`src/rtl/mult_div_unit.sv`:
```
// -----------------------------------------------------------------------------
// mult_div_unit
//   Iterative multiply / divide unit for a MIPS-style HI/LO datapath.
//   Multiply uses a one-bit-per-cycle shift-add loop. Divide uses a
//   one-bit-per-cycle restoring loop. Both work on operand magnitudes, and
//   the sign is corrected on the edge that writes the result.
//
//   Optional feature macro: MULT_DIV_UNIT_DIV_EN
//     defined   : DIV/DIVU are computed (N iterations, divide-by-zero flag).
//     undefined : a DIV/DIVU start goes straight to DONE, and HI/LO keep
//                 their previous values.
//
// Ports
//   clk           : clock; all state changes on its rising edge
//   reset         : synchronous, active-high reset
//   start_i       : begin an operation (accepted in IDLE or DONE only)
//   op_i[1:0]     : 00 MULTU, 01 MULT, 10 DIVU, 11 DIV
//   Rs_Data_i     : multiplicand / dividend
//   Rt_Data_i     : multiplier / divisor
//   hi_o, lo_o    : result registers (upper product or remainder /
//                   lower product or quotient)
//   busy_o        : high while iterating (state RUN)
//   done_o        : one-cycle pulse when hi_o/lo_o carry a new result
//   div_by_zero_o : divisor was zero; valid only with done_o
// -----------------------------------------------------------------------------
module mult_div_unit #(
  parameter int N = 32
) (
  input  logic         clk,
  input  logic         reset,
  input  logic         start_i,
  input  logic [1:0]   op_i,
  input  logic [N-1:0] Rs_Data_i,
  input  logic [N-1:0] Rt_Data_i,
  output logic [N-1:0] hi_o,
  output logic [N-1:0] lo_o,
  output logic         busy_o,
  output logic         done_o,
  output logic         div_by_zero_o
);

  localparam int CW = $clog2(N) + 1;
  localparam logic [CW-1:0] CNT_LAST = CW'(N - 1);
  localparam logic [CW-1:0] CNT_ONE  = {{(CW-1){1'b0}}, 1'b1};

  typedef enum logic [1:0] {IDLE = 2'b00, RUN = 2'b01, DONE = 2'b10} state_e;

  function automatic logic [N-1:0] neg_n(input logic [N-1:0] v);
    return ~v + {{(N-1){1'b0}}, 1'b1};
  endfunction

  function automatic logic [2*N-1:0] neg_2n(input logic [2*N-1:0] v);
    return ~v + {{(2*N-1){1'b0}}, 1'b1};
  endfunction

  // The magnitude of the most-negative value is 2^(N-1). This still fits in
  // N unsigned bits.
  function automatic logic [N-1:0] mag(input logic [N-1:0] v, input logic is_signed);
    return (is_signed && v[N-1]) ? neg_n(v) : v;
  endfunction

  state_e         state_q, state_d;
  logic [1:0]     op_q, op_d;
  logic           sa_q, sa_d;         // raw sign bit of Rs
  logic           sb_q, sb_d;         // raw sign bit of Rt
  logic [N-1:0]   opnd_q, opnd_d;     // multiplicand or divisor magnitude
  logic [N-1:0]   acc_hi_q, acc_hi_d; // partial product high / running remainder
  logic [N-1:0]   acc_lo_q, acc_lo_d; // multiplier bits / dividend-to-quotient
  logic [CW-1:0]  cnt_q, cnt_d;
  logic [N-1:0]   hi_q, hi_d;
  logic [N-1:0]   lo_q, lo_d;
  logic           busy_q, busy_d;
  logic           done_q, done_d;
  logic           dbz_q, dbz_d;

  logic [N:0]     mul_sum_s;
  logic [N-1:0]   step_hi_s, step_lo_s;
  logic [2*N-1:0] prod_s;
  logic           neg_res_s;
  logic [N-1:0]   fin_hi_s, fin_lo_s;
  logic           fin_dbz_s;
`ifdef MULT_DIV_UNIT_DIV_EN
  logic [N+1:0]   div_diff_s;
  logic           neg_rem_s;
`endif

  // One iteration of the shift-add multiplier or the restoring divider.
  always_comb begin
    mul_sum_s = {1'b0, acc_hi_q} + (acc_lo_q[0] ? {1'b0, opnd_q} : {(N+1){1'b0}});
    step_hi_s = mul_sum_s[N:1];
    step_lo_s = {mul_sum_s[0], acc_lo_q[N-1:1]};
`ifdef MULT_DIV_UNIT_DIV_EN
    // Shift the next dividend bit into the remainder and try to subtract.
    // Bit N+1 of the difference is the borrow.
    div_diff_s = {1'b0, acc_hi_q, acc_lo_q[N-1]} - {2'b00, opnd_q};
    if (op_q[1]) begin
      if (div_diff_s[N+1]) begin
        step_hi_s = {acc_hi_q[N-2:0], acc_lo_q[N-1]};
        step_lo_s = {acc_lo_q[N-2:0], 1'b0};
      end else begin
        step_hi_s = div_diff_s[N-1:0];
        step_lo_s = {acc_lo_q[N-2:0], 1'b1};
      end
    end else begin
      step_hi_s = mul_sum_s[N:1];
      step_lo_s = {mul_sum_s[0], acc_lo_q[N-1:1]};
    end
`endif
  end

  // Sign correction and special cases, applied to the last iteration's values.
  always_comb begin
    neg_res_s = op_q[0] & (sa_q ^ sb_q);
    prod_s    = {step_hi_s, step_lo_s};
    fin_hi_s  = hi_q;
    fin_lo_s  = lo_q;
    fin_dbz_s = 1'b0;
`ifdef MULT_DIV_UNIT_DIV_EN
    neg_rem_s = op_q[0] & sa_q;
`endif
    if (!op_q[1]) begin
      if (neg_res_s) begin
        prod_s = neg_2n({step_hi_s, step_lo_s});
      end else begin
        prod_s = {step_hi_s, step_lo_s};
      end
      fin_hi_s = prod_s[2*N-1:N];
      fin_lo_s = prod_s[N-1:0];
    end else begin
`ifdef MULT_DIV_UNIT_DIV_EN
      // With a zero divisor every trial subtraction succeeds. The remainder
      // then ends as the dividend magnitude, so the sign-corrected remainder
      // is the raw dividend.
      fin_hi_s = neg_rem_s ? neg_n(step_hi_s) : step_hi_s;
      if (opnd_q == {N{1'b0}}) begin
        fin_lo_s  = {N{1'b1}};
        fin_dbz_s = 1'b1;
      end else begin
        fin_lo_s  = neg_res_s ? neg_n(step_lo_s) : step_lo_s;
        fin_dbz_s = 1'b0;
      end
`else
      fin_hi_s  = hi_q;
      fin_lo_s  = lo_q;
      fin_dbz_s = 1'b0;
`endif
    end
  end

  // FSM next state, operand capture, and result update.
  always_comb begin
    state_d  = state_q;
    op_d     = op_q;
    sa_d     = sa_q;
    sb_d     = sb_q;
    opnd_d   = opnd_q;
    acc_hi_d = acc_hi_q;
    acc_lo_d = acc_lo_q;
    cnt_d    = cnt_q;
    hi_d     = hi_q;
    lo_d     = lo_q;
    done_d   = 1'b0;
    dbz_d    = 1'b0;
    case (state_q)
      IDLE, DONE: begin
        if (start_i) begin
          op_d     = op_i;
          sa_d     = Rs_Data_i[N-1];
          sb_d     = Rt_Data_i[N-1];
          acc_hi_d = {N{1'b0}};
          cnt_d    = {CW{1'b0}};
          if (op_i[1]) begin
            opnd_d   = mag(Rt_Data_i, op_i[0]);
            acc_lo_d = mag(Rs_Data_i, op_i[0]);
          end else begin
            opnd_d   = mag(Rs_Data_i, op_i[0]);
            acc_lo_d = mag(Rt_Data_i, op_i[0]);
          end
`ifdef MULT_DIV_UNIT_DIV_EN
          state_d = RUN;
`else
          if (op_i[1]) begin
            state_d = DONE;
            done_d  = 1'b1;
          end else begin
            state_d = RUN;
          end
`endif
        end else begin
          state_d = IDLE;
        end
      end
      RUN: begin
        acc_hi_d = step_hi_s;
        acc_lo_d = step_lo_s;
        cnt_d    = cnt_q + CNT_ONE;
        if (cnt_q == CNT_LAST) begin
          state_d = DONE;
          hi_d    = fin_hi_s;
          lo_d    = fin_lo_s;
          done_d  = 1'b1;
          dbz_d   = fin_dbz_s;
        end else begin
          state_d = RUN;
        end
      end
      default: begin
        state_d = IDLE;
      end
    endcase
    busy_d = (state_d == RUN);
  end

  // State and output registers with synchronous reset.
  always_ff @(posedge clk) begin
    if (reset) begin
      state_q  <= IDLE;
      op_q     <= 2'b00;
      sa_q     <= 1'b0;
      sb_q     <= 1'b0;
      opnd_q   <= {N{1'b0}};
      acc_hi_q <= {N{1'b0}};
      acc_lo_q <= {N{1'b0}};
      cnt_q    <= {CW{1'b0}};
      hi_q     <= {N{1'b0}};
      lo_q     <= {N{1'b0}};
      busy_q   <= 1'b0;
      done_q   <= 1'b0;
      dbz_q    <= 1'b0;
    end else begin
      state_q  <= state_d;
      op_q     <= op_d;
      sa_q     <= sa_d;
      sb_q     <= sb_d;
      opnd_q   <= opnd_d;
      acc_hi_q <= acc_hi_d;
      acc_lo_q <= acc_lo_d;
      cnt_q    <= cnt_d;
      hi_q     <= hi_d;
      lo_q     <= lo_d;
      busy_q   <= busy_d;
      done_q   <= done_d;
      dbz_q    <= dbz_d;
    end
  end

  assign hi_o          = hi_q;
  assign lo_o          = lo_q;
  assign busy_o        = busy_q;
  assign done_o        = done_q;
  assign div_by_zero_o = dbz_q;

endmodule
```
`config.mk`:
```
export PLATFORM = sky130hd
export DESIGN_NAME = mult_div_unit
export DESIGN_NICKNAME = d
export VERILOG_FILES = /design/src/rtl/mult_div_unit.sv
export SDC_FILE = /design/constraint.sdc
export NUM_CORES = 1
export LEC_CHECK = 0
export ABC_CLOCK_PERIOD_IN_PS = 4800
export CAP_MARGIN = 30
export CORE_MARGIN = 8
export CORE_UTILIZATION = 58
export CTS_BUF_LIST = sky130_fd_sc_hd__clkbuf_4 sky130_fd_sc_hd__clkbuf_8 sky130_fd_sc_hd__clkbuf_16
export DETAILED_ROUTE_END_ITERATION = 6
export PLACE_DENSITY_LB_ADDON = 0.12
export SYNTH_ARGS = -nofsm -noshare
export SYNTH_HDL_FRONTEND = slang
export SYNTH_SLANG_ARGS = --single-unit
```
`constraint.sdc`:
```
create_clock -name clk -period 4.8 [get_ports clk]
set_input_delay 0.96 -clock clk [delete_from_list [all_inputs] [get_ports clk]]
set_output_delay 0.96 -clock clk [all_outputs]
set_load 0.05 [all_outputs]
```
==> results by group, run 1 <==
Synth
  • Unique cell type count in the Yosys netlist: 92
  • Synth warn: 0
  • Yosys reg bits: 173
  • Predominant post-synthesis flop cell: dfxtp_1
  • Ys async rst share: 0
  • Average cell area after synthesis: 7.59 um2
  • Number of synthesized flops with an enable pin: 0
  • Mapped Cells: 1570
  • Mapped Area: 11900 um2
  • Mapped Nets: 1676
  • Sequential share of the synthesized area: 0.291

Min path
  • WHS Path Cells: 2
  • Worst Hold Class: reg -> reg
  • WHS Endpoint: hi_o[8]
  • HP Start: hi_o[8]

Placed design
  • Hpwl dp: 28800 um
  • Post-Place Setup Slack: 665 ps
  • Number of buffers added on ports: 134
  • Gpl congestion: 1.02

GRT
  • Largest net degree at the start of global routing: 173
  • Initial antenna violation count: 0
  • Vias in the first global route: 11300
  • First-pass GRT wire length: 60300 um
  • Overflow after GRT: 0
  • Total track usage: 0.288

Critical path
  • Crit path DAT: 4660 ps
  • Crit Path Max Fanout: 32
  • CP top delay family: compound AO/OA/AOI/OAI gates
  • WP buf/inv: 1
  • Critical Path Source Type: register
  • RR Startpoint: acc_lo_q[0]
  • Reg2reg end: hi_o[26]
  • Crit path depth: 13
  • Worst path required time: 5130 ps
  • Reg2Reg Depth: 13
  • CP peak stage delay: 700 ps
  • R2R Setup Slk: 460 ps
  • Critical path's slowest cell: a2111oi_0
  • Crit-path cells: buf_4 -> and2_1 -> fa_1 -> a211oi_2 -> o31ai_2 -> a21o_1 -> and3_1 -> or3_1 -> a2111oi_0 -> a31oi_1 -> nor3_1 -> nor2_1 -> a32o_1
  • WS Path Type: reg -> reg
  • Crit. End Element: register

CTS
  • # resized after CTS: 0
  • CTS Hold Bufs: 0
  • Skew-Pair Late Insertion Delay: 430 ps
  • Clock Root Buffer: clkbuf_16
  • Clk buf depth: 2
  • H-tree depth: 4
  • CTS buffer count: 17
  • CTS tree: yes
  • Post-CTS setup buffer count: 0
  • Clock tree sinks: 173
  • Clock transition at path regs: 70 ps

Power
  • Worst vdd ir: 0.289 mV
  • Sw Share: 0.305
  • Net switching power: 1080 uW
  • Leakage power: 0.00510 uW
  • Combinational fraction of design power: 0.180
  • Seq pwr share: 0.437
  • P per Cell Area: 254 nW/um2
  • Pwr Total: 3550 uW
  • Clock network fraction of design power: 0.383
  • Int Pwr: 2460 uW

Final layout
  • N_diodes: 0
  • Layout cell share with drive strength beyond 1: 0.0625
  • Finished Core Util: 0.692
  • Fillers: 1732
  • Area Growth Syn to Fin: 17.1%
  • Nets: 1741

Floorplan
  • Die Ht: 159 um
  • Die area: 25400 um2
  • Ports: 136
  • Die X: 159 um
  • Core ar.: 20200 um2
  • # rows: 52
  • Initial core utilization: 0.591

STA
  • PnR worst setup slack: 463 ps
  • Min Tclk post-route: 4340 ps
  • Max Slew Vio Count: 0
  • Fmax: 0.231 GHz
  • Setup Skew: 9.54 ps
  • Setup violators final: 0
  • Worst rel slew slack: 0.357
  • Hold Vio Cnt, Final: 0
  • Sum of negative setup slack: 0 ps
  • Slew @ Worst Pin: 962 ps
  • Final period utilization: 0.904
  • RSZ-0062 raised after global routing: false

Drt
  • Avg Vias per Cell: 6.32
  • Drt wl/cell: 19.8 um
  • DR iter-0 viols: 1375
  • Total wire length: 38000 um
  • Residual DRC: 0
  • Drt first pass iters: 6
  • Via count: 12100
  • Antenna-violating nets left: 0

Run
  • MaxCap Viol Count: 0

Outcome
  • Outcome: complete, no violations
-- Yosys cell counts (all sizes together), types with 20 or more instances --
cell type / instances / area share
nor3: 41 / 0.017
nor2: 215 / 0.068
o211ai: 37 / 0.025
inv: 23 / 0.0072
xnor2: 76 / 0.056
a211oi: 77 / 0.050
clkbuf: 96 / 0.030
dfxtp: 173 / 0.29
a22oi: 59 / 0.037
nand2: 154 / 0.049
ha: 36 / 0.038
a21oi: 152 / 0.065
xor2: 52 / 0.038
and2: 47 / 0.025
buf: 20 / 0.0098
o21ai: 50 / 0.021
-- power by group through the flow --
stage	Clock (uW)	Combinational, uW	Sequential (uW)
5_1_grt	1430	691	1560
3_3_place_gp	0	613	1580
3_5_place_dp	0	622	1580
2_1_floorplan	0	417	1560
4_1_cts	1360	626	1550
6_report	1360	637	1550
-- final cells by class --
class / count / area (um2) / share of cell area
Timing Repair Buffer: 162 / 1590 / 0.114
Tap cell: 270 / 338 / 0.0242
Clock inverter: 13 / 131 / 0.00942
Inverter: 23 / 86.3 / 0.00619
Multi-Input combinational cell: 1258 / 7920 / 0.567
Sequential cell: 173 / 3460 / 0.248
Clock buffer: 18 / 433 / 0.0310
-- placed cells by master, fill, tap and decap left out, types with 9 or more instances in the layout --
master           synthesis  layout
a211oi_1                74      74
a21o_1                  11      11
a21oi_1                149     149
a221oi_1                 9       9
a22oi_1                 59      59
a311oi_1                11      11
a31oi_1                 11      11
and2_1                  45      45
and3_1                  14      14
buf_4                    1      26
clkbuf_16                0      18
clkdlybuf4s50_1          0     132
dfxtp_1                173     173
ha_1                    36      36
inv_1                   23      23
mux2i_1                  9       9
nand2_1                154     154
nand3_1                 18      18
nand4_1                 10      10
nor2_1                 214     213
nor3_1                  41      40
nor4_1                  15      15
o211ai_1                34      34
o21ai_0                 45      45
o31ai_1                 12      12
or3_1                   18      18
xnor2_1                 76      76
xor2_1                  52      52
-- worst max-delay path by stage --
| stage | from | to | slack [ps] |
|---|---|---|---|
| 2_1_floorplan | acc_lo_q[0] | hi_o[31] | 1110 |
| 3_3_place_gp | Rs_Data_i[8] | acc_lo_q[21] | 710 |
| 3_5_place_dp | acc_lo_q[0] | hi_o[26] | 670 |
| 4_1_cts | acc_lo_q[0] | hi_o[26] | 600 |
| 5_1_grt | acc_lo_q[0] | hi_o[26] | 230 |
| 6_report | acc_lo_q[0] | hi_o[26] | 460 |
-- routing by layer --
| metal | track usage | share of wire | vias up |
|---|---|---|---|
| met3 | 0.0804 | 0.10 | 58 |
| met5 | 0 | 0 | - |
| li1 | - | - | 5844 |
| met4 | 0.0870 | 0.022 | 0 |
| met2 | 0.439 | 0.44 | 561 |
| met1 | 0.390 | 0.44 | 5661 |
-- metrics by stage --
step / cells / area [um2] / hold WS [ps]
2_1_floorplan: 1570 / 11900 / 427
3_3_place_gp: 1885 / 13400 / 440
3_5_place_dp: 1885 / 13400 / 449
4_1_cts: 1916 / 13900 / 458
5_1_grt: 1917 / 14000 / 480
6_report: 1917 / 14000 / 457
-- logic make-up after synthesis --
kind of cell	Yosys count	share of synthesized area
other	1	0.000315
AO/OA/AOI/OAI	495	0.285
buffers and inverters	139	0.0474
AND/OR/NAND/NOR	588	0.236
XOR/XNOR	128	0.0941
multiplexers	9	0.00756
adder cells (fa/ha/maj)	37	0.0395
flip-flops	173	0.291
-- registers in the layout (all words and copies together), names as in the netlist, 2 cells and up --
name / cells
state_q: 2
cnt_q: 6
acc_lo_q: 32
hi_o: 32
lo_o: 32
opnd_q: 32
acc_hi_q: 32
op_q: 2
-- worst register-to-register path: cells and delay by family (launching register included) --
kind                     cells  cell delay, ps
buffers and inverters        1             220
adder cells (fa/ha/maj)      1             480
AO/OA/AOI/OAI                6            2130
flip-flops                   1             310
AND/OR/NAND/NOR              5            1120
Note: power is estimated with default switching activity, not from simulation.
==> inputs of run 2 (changes only) <==
--- a/config.mk
+++ b/config.mk
@@ -12,6 +12,7 @@
 export CTS_BUF_LIST = sky130_fd_sc_hd__clkbuf_4 sky130_fd_sc_hd__clkbuf_8 sky130_fd_sc_hd__clkbuf_16
 export DETAILED_ROUTE_END_ITERATION = 6
 export PLACE_DENSITY_LB_ADDON = 0.12
+export SLEW_MARGIN = 20
 export SYNTH_ARGS = -nofsm -noshare
 export SYNTH_HDL_FRONTEND = slang
 export SYNTH_SLANG_ARGS = --single-unit
==> run 2 against run 1 <==
  * Wire length fell by 0.27%
  * Design area barely moved
  * Combinational power barely moved
  * First-iteration DRC count fell by 4.7%
  * Global-route usage did not move
  * Flip-flop and latch count did not move
  * Clock power barely moved
  * Critical path depth did not move
  * Die area did not move
  * Register-to-register slack got worse by 30 ps
  * Largest cell class unchanged
  * Largest power group unchanged
==> results by group, run 2 (same netlist as run 1, synthesis figures left out) <==
Outcome
  • Outcome: complete, no violations

Critical path
  • Crit. End Element: register
  • Worst path required time: 5130 ps
  • Reg2Reg Depth: 13
  • Crit path DAT: 4690 ps
  • Critical Path Source Type: register
  • CP peak stage delay: 710 ps
  • Critical path's slowest cell: a2111oi_0
  • Crit-path cells: buf_4 -> and2_1 -> fa_1 -> a211oi_2 -> o31ai_2 -> a21o_1 -> and3_1 -> or3_1 -> a2111oi_0 -> a31oi_1 -> nor3_1 -> nor2_1 -> a32o_1
  • Crit Path Max Fanout: 32
  • WS Path Type: reg -> reg

Floorplan
  • Core ar.: 20200 um2
  • Die Ht: 159 um
  • Die X: 159 um
  • Initial core utilization: 0.591
  • # rows: 52
  • Die area: 25400 um2
  • Ports: 136

Drt
  • Drt first pass iters: 6
  • Drt wl/cell: 19.8 um
  • Total wire length: 37900 um
  • Via count: 12100
  • Avg Vias per Cell: 6.31
  • Antenna-violating nets left: 0
  • Residual DRC: 0
  • DR iter-0 viols: 1311

STA
  • Slew @ Worst Pin: 934 ps
  • Fmax: 0.229 GHz
  • Hold Vio Cnt, Final: 0
  • Final period utilization: 0.910
  • Setup violators final: 0
  • Sum of negative setup slack: 0 ps
  • Min Tclk post-route: 4370 ps
  • Hold WS: 454 ps
  • Max Slew Vio Count: 0
  • Setup Skew: 12.2 ps
  • RSZ-0062 raised after global routing: false
  • Worst rel slew slack: 0.376

Power
  • Worst vdd ir: 0.289 mV
  • P per Cell Area: 255 nW/um2
  • Leakage power: 0.00510 uW

Final layout
  • Nets: 1741
  • Commonest non-fill, non-tap cell in the layout: nor2_1
  • Layout cell share with drive strength beyond 1: 0.0625
  • N_diodes: 0
  • Fillers: 1734
  • Most frequent cells in the layout: nor2_1 (213), dfxtp_1 (173), nand2_1 (154), a21oi_1 (149), clkdlybuf4s50_1 (132)
  • Area Growth Syn to Fin: 17.0%
  • Final instance area: 13900 um2

CTS
  • CTS Hold Bufs: 0
  • Skew-Pair Late Insertion Delay: 430 ps
  • Clock tree sinks: 173
  • CTS tree: yes
  • Post-CTS setup buffer count: 0
  • # resized after CTS: 0
  • Clock transition at path regs: 70 ps
  • H-tree depth: 4
  • Clk buf depth: 2
  • CTS buffer count: 17
  • Clock Root Buffer: clkbuf_16

Placed design
  • Gpl congestion: 1.02
  • Hpwl dp: 28800 um
  • Placed instance area: 13400 um2
  • Number of buffers added on ports: 134

GRT
  • First-pass GRT wire length: 60300 um
  • Largest net degree at the start of global routing: 173
  • Vias in the first global route: 11300
  • Initial antenna violation count: 0
  • Total track usage: 0.288
  • Overflow after GRT: 0

Min path
  • WHS Path Cells: 2
  • Worst Hold Class: reg -> reg

Run
  • MaxCap Viol Count: 0
==> run 2: cell types whose count changed in the layout (fill, tap and decap cells not counted), sizes merged <==
cell / previous run / this run
buf: 29 / 30
clkbuf: 19 / 18
==> run 2: cell type report <==
| class | count | area, um2 | share of cell area |
|---|---|---|---|
| clock buffer | 18 | 433 | 0.0311 |
| clock inverter | 13 | 131 | 0.00942 |
| inverter | 23 | 86.3 | 0.00619 |
| multi-input combinational | 1258 | 7920 | 0.568 |
| sequential | 173 | 3460 | 0.248 |
| tap | 270 | 338 | 0.0242 |
| timing repair buffer | 162 | 1570 | 0.113 |
==> run 2: final timing paths <==
| kind | from | end | slack [ps] |
|---|---|---|---|
| worst min register to register | hi_o[8] | hi_o[8] | 450 |
| worst max-delay path | acc_lo_q[0] | hi_o[26] | 430 |
| worst max register to register | acc_lo_q[0] | hi_o[26] | 430 |
| worst min-delay path | hi_o[8] | hi_o[8] | 450 |
==> run 2: worst max-delay path: cells and delay by family (launching register included) <==
family	cells	cell delay, ps
compound gates	6	2150
flops	1	310
fa+ha+maj	1	480
buf+inv	1	220
simple gates	5	1120
==> run 2: power by group <==
group          leakage, uW  switching, uW  internal [uW]  total (uW)
sequential         0.00141           65.7           1490        1550
combinational      0.00341            391            245         635
clock             0.000279            629            733        1360
total              0.00510           1090           2460        3550
==> run 2: routing by layer <==
metal / up-vias / share of wire / track usage
li1: 5841 / - / -
met1: 5645 / 0.43 / 0.390
met2: 552 / 0.44 / 0.439
met3: 65 / 0.10 / 0.0804
met4: 0 / 0.022 / 0.0870
met5: - / 0 / 0
==> run 2: stage by stage <==
| stage | total power [uW] | utilization | std cells | worst slack [ps] |
|---|---|---|---|---|
| 2_1_floorplan | 1970 | - | 1570 | 1110 |
| 3_3_place_gp | 2190 | 0.663 | 1885 | 709 |
| 3_5_place_dp | 2200 | 0.663 | 1885 | 665 |
| 4_1_cts | 3540 | 0.691 | 1916 | 601 |
| 5_1_grt | 3680 | 0.691 | 1917 | 230 |
| 6_report | 3550 | 0.691 | 1917 | 431 |
